==> config.mk <==
export PLATFORM = sky130hd
export DESIGN_NAME = rx_bit_timer_ctrl_flat
export DESIGN_NICKNAME = d
export VERILOG_FILES = /design/src/rtl/rx_bit_timer_ctrl_if.sv /design/src/rtl/rx_bit_timer_ctrl.sv /design/src/flat_wrapper.sv
export SDC_FILE = /design/constraint.sdc
export NUM_CORES = 1
export LEC_CHECK = 0
export ABC_CLOCK_PERIOD_IN_PS = 1700
export BUFFER_PORTS_ARGS = -buffer_cell sky130_fd_sc_hd__buf_2
export CORE_MARGIN = 2
export CORE_UTILIZATION = 51
export CTS_CLUSTER_DIAMETER = 120
export DETAILED_ROUTE_END_ITERATION = 10
export GPL_ROUTABILITY_DRIVEN = 0
export PLACE_DENSITY = 0.76
export SYNTH_ARGS = -nofsm -noshare
export SYNTH_HDL_FRONTEND = slang
export SYNTH_SLANG_ARGS = --single-unit
==> constraint.sdc <==
create_clock -name clk -period 1.7 [get_ports clk]
set_input_delay 0.085 -clock clk [delete_from_list [all_inputs] [get_ports clk]]
set_output_delay 0.085 -clock clk [all_outputs]
set_load 0.02 [all_outputs]
==> src/rtl/rx_bit_timer_ctrl_if.sv <==
// Signal bundle between the receive bit-timing controller, its external
// 4-bit flex counter and the downstream shift register / receive FIFO.
interface rx_bit_timer_ctrl_if;
  logic       ctr_rollover_flag;
  logic       ctr_clear;
  logic       ctr_count_enable;
  logic [3:0] ctr_rollover_val;
  logic       shift_strobe;
  logic       sample_bit;
  logic       frame_done;
  logic       framing_error;

  modport master (
    input  ctr_rollover_flag,
    output ctr_clear,
    output ctr_count_enable,
    output ctr_rollover_val,
    output shift_strobe,
    output sample_bit,
    output frame_done,
    output framing_error
  );

  modport slave (
    output ctr_rollover_flag,
    input  ctr_clear,
    input  ctr_count_enable,
    input  ctr_rollover_val,
    input  shift_strobe,
    input  sample_bit,
    input  frame_done,
    input  framing_error
  );
endinterface

==> src/rtl/rx_bit_timer_ctrl.sv <==
// Receive bit-timing controller: synchronizes the serial line, qualifies the
// start bit and paces mid-bit sampling through an external 4-bit flex counter.
module rx_bit_timer_ctrl #(
  parameter int BIT_PERIOD = 10,
  parameter int DATA_BITS  = 8
) (
  input  logic                clk,
  input  logic                rst,
  input  logic                serial_in,
  rx_bit_timer_ctrl_if.master bus
);

  localparam int         HALF_INT   = ((BIT_PERIOD / 2) < 1) ? 1 : (BIT_PERIOD / 2);
  localparam logic [3:0] HALF_VAL   = 4'(HALF_INT);
  localparam logic [3:0] PERIOD_VAL = 4'(BIT_PERIOD);
  localparam logic [3:0] LAST_BIT   = 4'(DATA_BITS - 1);

  typedef enum logic [2:0] {
    ST_IDLE      = 3'd0,
    ST_START_CHK = 3'd1,
    ST_DATA_CLR  = 3'd2,
    ST_DATA      = 3'd3,
    ST_STOP      = 3'd4
  } state_t;

  state_t     state_r;
  state_t     next_state_s;
  logic [3:0] bit_cnt_r;
  logic       s_meta_r;
  logic       s_sync_r;
  logic       s_prev_r;
  logic       start_edge_s;
  logic       flag_s;
  logic       ctr_clear_r;
  logic       ctr_count_enable_r;
  logic [3:0] ctr_rollover_val_r;
  logic       shift_strobe_r;
  logic       sample_bit_r;
  logic       frame_done_r;
  logic       framing_error_r;

  // Counter controls are a pure function of the state: {clear, enable, rollover_val}.
  function automatic logic [5:0] ctr_decode(input state_t st);
    logic [5:0] res;
    case (st)
      ST_IDLE:      res = {1'b1, 1'b0, HALF_VAL};
      ST_START_CHK: res = {1'b0, 1'b1, HALF_VAL};
      ST_DATA_CLR:  res = {1'b1, 1'b0, PERIOD_VAL};
      ST_DATA:      res = {1'b0, 1'b1, PERIOD_VAL};
      ST_STOP:      res = {1'b0, 1'b1, PERIOD_VAL};
      default:      res = {1'b1, 1'b0, HALF_VAL};
    endcase
    return res;
  endfunction

  assign start_edge_s = s_prev_r & ~s_sync_r;
  assign flag_s       = bus.ctr_rollover_flag;

  // Two-flop synchronizer plus one history flop for falling-edge detection; idles high.
  always_ff @(posedge clk) begin
    if (rst) begin
      s_meta_r <= 1'b1;
      s_sync_r <= 1'b1;
      s_prev_r <= 1'b1;
    end else begin
      s_meta_r <= serial_in;
      s_sync_r <= s_meta_r;
      s_prev_r <= s_sync_r;
    end
  end

  // Next-state selection; the line only matters at flag (mid-bit) instants.
  always_comb begin
    next_state_s = state_r;
    case (state_r)
      ST_IDLE: begin
        if (start_edge_s) begin
          next_state_s = ST_START_CHK;
        end else begin
          next_state_s = ST_IDLE;
        end
      end
      ST_START_CHK: begin
        if (flag_s) begin
          next_state_s = s_sync_r ? ST_IDLE : ST_DATA_CLR;
        end else begin
          next_state_s = ST_START_CHK;
        end
      end
      ST_DATA_CLR: begin
        next_state_s = ST_DATA;
      end
      ST_DATA: begin
        if (flag_s && (bit_cnt_r == LAST_BIT)) begin
          next_state_s = ST_STOP;
        end else begin
          next_state_s = ST_DATA;
        end
      end
      ST_STOP: begin
        if (flag_s) begin
          next_state_s = ST_IDLE;
        end else begin
          next_state_s = ST_STOP;
        end
      end
      default: begin
        next_state_s = ST_IDLE;
      end
    endcase
  end

  // FSM state, registered counter controls and registered datapath strobes.
  always_ff @(posedge clk) begin
    if (rst) begin
      state_r            <= ST_IDLE;
      bit_cnt_r          <= 4'd0;
      ctr_clear_r        <= 1'b1;
      ctr_count_enable_r <= 1'b0;
      ctr_rollover_val_r <= HALF_VAL;
      shift_strobe_r     <= 1'b0;
      sample_bit_r       <= 1'b0;
      frame_done_r       <= 1'b0;
      framing_error_r    <= 1'b0;
    end else begin
      state_r <= next_state_s;
      {ctr_clear_r, ctr_count_enable_r, ctr_rollover_val_r} <= ctr_decode(next_state_s);
      shift_strobe_r <= 1'b0;
      frame_done_r   <= 1'b0;
      case (state_r)
        ST_IDLE: begin
          // START_CHK is only ever entered from here, so this is its entry point.
          if (start_edge_s) begin
            framing_error_r <= 1'b0;
          end
        end
        ST_START_CHK: begin
          if (flag_s && !s_sync_r) begin
            bit_cnt_r <= 4'd0;
          end
        end
        ST_DATA: begin
          if (flag_s) begin
            shift_strobe_r <= 1'b1;
            sample_bit_r   <= s_sync_r;
            bit_cnt_r      <= bit_cnt_r + 4'd1;
          end
        end
        ST_STOP: begin
          if (flag_s) begin
            frame_done_r    <= 1'b1;
            framing_error_r <= ~s_sync_r;
          end
        end
        default: begin
        end
      endcase
    end
  end

  assign bus.ctr_clear        = ctr_clear_r;
  assign bus.ctr_count_enable = ctr_count_enable_r;
  assign bus.ctr_rollover_val = ctr_rollover_val_r;
  assign bus.shift_strobe     = shift_strobe_r;
  assign bus.sample_bit       = sample_bit_r;
  assign bus.frame_done       = frame_done_r;
  assign bus.framing_error    = framing_error_r;

endmodule

==> src/flat_wrapper.sv <==
// flat-port wrapper written by rule: the top's interface ports become plain ports
module rx_bit_timer_ctrl_flat 
#(
  parameter int BIT_PERIOD = 10,
  parameter int DATA_BITS  = 8
)
  (clk, rst, serial_in, bus_ctr_rollover_flag, bus_ctr_clear, bus_ctr_count_enable, bus_ctr_rollover_val, bus_shift_strobe, bus_sample_bit, bus_frame_done, bus_framing_error);
  rx_bit_timer_ctrl_if bus_i ();
  input  logic clk;
  input  logic rst;
  input  logic serial_in;
  input wire logic [$bits(bus_i.ctr_rollover_flag)-1:0] bus_ctr_rollover_flag;
  output wire logic [$bits(bus_i.ctr_clear)-1:0] bus_ctr_clear;
  output wire logic [$bits(bus_i.ctr_count_enable)-1:0] bus_ctr_count_enable;
  output wire logic [$bits(bus_i.ctr_rollover_val)-1:0] bus_ctr_rollover_val;
  output wire logic [$bits(bus_i.shift_strobe)-1:0] bus_shift_strobe;
  output wire logic [$bits(bus_i.sample_bit)-1:0] bus_sample_bit;
  output wire logic [$bits(bus_i.frame_done)-1:0] bus_frame_done;
  output wire logic [$bits(bus_i.framing_error)-1:0] bus_framing_error;
  assign bus_i.ctr_rollover_flag = bus_ctr_rollover_flag;
  assign bus_ctr_clear = bus_i.ctr_clear;
  assign bus_ctr_count_enable = bus_i.ctr_count_enable;
  assign bus_ctr_rollover_val = bus_i.ctr_rollover_val;
  assign bus_shift_strobe = bus_i.shift_strobe;
  assign bus_sample_bit = bus_i.sample_bit;
  assign bus_frame_done = bus_i.frame_done;
  assign bus_framing_error = bus_i.framing_error;
  rx_bit_timer_ctrl #(.BIT_PERIOD(BIT_PERIOD), .DATA_BITS(DATA_BITS)) u_core (.clk(clk), .rst(rst), .serial_in(serial_in), .bus(bus_i));
endmodule
==> flow_summary.ini <==
[die]
io_pins = 14
std_cell_rows = 13
dieWidth_um = 42.62
core-area_um2 = 1350
die_y_um = 42.62
start_util_pct = 56.35
die_area_um2 = 1816

[drt]
drc_errors = 0
wl_per_cell_um = 12.42
drt_wl_total_um = 1354
dr.first_iter.drc_count = 17
ant_nets = 0
dr_total_vias = 617
drtPass1Iterations = 3
drt-vias-per-instance = 5.661

[setup_path]
slowest_delay_ps = 540
crit_chain = nor2b_1 > or4_1 > a21oi_1
crit_buf_inv = 0
cp_slowest_cell = dfxtp_1
crit_arrival_ps = 1660
endpoint_kind = flip-flop
critPathTopFamily = simple AND/OR/NAND/NOR gates
cp.required_ps = 1940
critPathLaunchType = flip-flop
path_max_fanout = 12
worstSetupPathType = flip-flop to flip-flop

[grt]
grt-ovfl-total = 0
grt_first_pass_wirelength_um = 2366
grt_pass1_vias = 536
grt_max_degree = 18
antenna_found_initial = 0
track_usage_pct = 17.63

[logic_synthesis]
synth_adder_area_share_pct = 1.645
ys_warn_count = 0
synth_top_family_by_area = simple AND/OR/NAND/NOR gates
synth.area.top_cells = dfxtp_1 47%, a21oi_1 5.3%, nor2_1 3.5%
synthDominantCellAreaShare_pct = 47.37
yosys.area_share.simple_pct = 23.68
seq_area_frac_synth_pct = 47.37
synth-seq-cells = 18
syn_area_per_cell_um2 = 9.392
synth_area_um2 = 760.7
netlist_instances = 81
ys_types = 32
synth_compound_area_share_pct = 17.76
synth_xor_area_share_pct = 0
synth_nets = 86
synth.area.mux_share_pct = 2.796
synth_top_area_cell = dfxtp_1

[timing]
fin_crit_ps = 1417
hold_slack_ps = 101.0
setup_tns_ps = 0
slew-limit-headroom_pct = 69.31
finalSetupViolations = 0
finalHoldViolations = 0
worstMarginPinSlew_ps = 448.7
slew_viol_final = 0
finClkSkew_ps = 3.820
period_share_pct = 83.36
fmax_mhz = 705.6
rsz0062_at_grt = no

[status]
status = completed

[min_path]
hp-class = input port to flip-flop

[placement]
place.port_buffers = 13
dp_hpwl_um = 948.3

[cts]
clk_pin_slew_ps = 100
cts_buffer_depth = 2
cts_sinks = 18
tritoncts = built
cts_max_level = 1
postCtsSetupRepairBufs = 0
clkLatencyLatePin_ps = 300
cts-root-buf = clkbuf_4
cts_inserted_buffers = 3

[layout]
antennaDiodeCount = 0
nets = 100
synthToLayoutAreaGrowth_pct = 12.83
fillCellCount = 127
drive_above_1_share_pct = 24.47

[power]
power.leakage_nw = 0.3451
power.density_nw_per_um2 = 848.9
vdd_ir_drop_max_v = 0.0004872

[job]
max-cap-violations = 0
## timing repair
item | 4_1_cts | 5_1_grt
resized for setup | 0 | 0
hold buffers | 1 | 0
hold endpoints to repair | 1 | 0
## layer usage
layer	part of all wire [%]	global-route usage, %	up-vias
li1	-	-	315
met1	48	23.08	286
met2	46	25.76	11
met3	3.0	3.879	5
met4	3.0	11.25	0
met5	0	0	-
## cell usage in the layout, fill, tap and decap left out, types with 2 or more instances in the layout
cell,synthesis,routed
nor2b_1,3,3
buf_2,2,13
a21oi_1,8,8
dfxtp_1,18,18
or2_2,2,2
inv_1,3,3
nand2b_1,2,2
o31ai_1,3,3
or4_1,2,2
nand2_1,3,3
nand4b_1,2,2
o21ai_0,2,2
a21o_1,3,3
nor4_1,2,2
a211oi_1,2,2
clkbuf_4,0,3
nor2_1,7,7
## state kept, by name, summed over array words and instances (netlist names)
name and cells:
u_core.bit_cnt_r 4, u_core.bus.ctr_clear 1, u_core.bus.ctr_count_enable 1, u_core.bus.ctr_rollover_val 2
u_core.bus.frame_done 1, u_core.bus.framing_error 1, u_core.bus.sample_bit 1, u_core.bus.shift_strobe 1
u_core.s_meta_r 1, u_core.s_prev_r 1, u_core.s_sync_r 1, u_core.state_r 3
## where the power goes
group          switching, mW  internal [mW]  total [mW]
Sequential           0.00517          0.427       0.433
Clock                  0.132          0.131       0.262
Combinational         0.0198         0.0139      0.0337
## kinds of logic after synthesis
group           Yosys count
mux                       2
simple gates             30
buf+inv                   9
flops                    18
compound gates           21
fa+ha+maj                 1
## area by class of cell
cell class                      instances  area [um2]  area share, %
Multi-Input combinational cell         54       349.1          40.67
Inverter                                3       11.26          1.312
Sequential cell                        18       360.3          41.98
Clock buffer                            4       36.28          4.227
Timing Repair Buffer                   15       82.58          9.621
Tap cell                               15       18.77          2.187
## through the flow
step	cells	total power, mW	utilization (%)	worst slack (ps)	instance area, um2
floorplan	81	0.4640	-	448.7	760.7
global placement	104	0.4733	60.15	344.8	812.0
detailed placement	104	0.4744	60.15	309.2	812.0
CTS	109	0.7386	63.58	279.4	858.3
global route	109	0.7598	63.58	132.2	858.3
finish	109	0.7287	63.58	282.8	858.3
## worst paths after layout
path                    startpoint               endpoint  slack, ps  cells after the start
min          bus_ctr_rollover_flag  u_core.bus.frame_done        100                      3
max reg2reg      u_core.state_r[1]    u_core.bit_cnt_r[2]        280                      3
min reg2reg        u_core.s_meta_r        u_core.s_sync_r        420                      1
max              u_core.state_r[1]    u_core.bit_cnt_r[2]        280                      3
## synth_stat cells
cell type  number
a2111oi_0       1
a211oi_1        2
a21o_1          3
a21oi_1         8
a221oi_1        1
and3b_2         1
buf_2           2
buf_4           2
buf_6           1
clkbuf_1        1
dfxtp_1        18
ha_1            1
inv_1           3
mux2_2          1
mux2i_1         1
nand2_1         3
nand2_2         1
nand2b_1        2
nand3_1         1
nand4_1         1
nand4b_1        2
nor2_1          7
nor2b_1         3
nor3b_1         1
nor4_1          2
o21ai_0         2
o21bai_1        1
o31ai_1         3
or2_2           2
or3b_1          1
or4_1           2
or4b_1          1
## worst register-to-register path, cell delays in order (launching register included)
cell and delay (ps):
dfxtp_1 540, nor2b_1 180, or4_1 490, a21oi_1 150
Note: power is estimated with default switching activity, not from simulation.
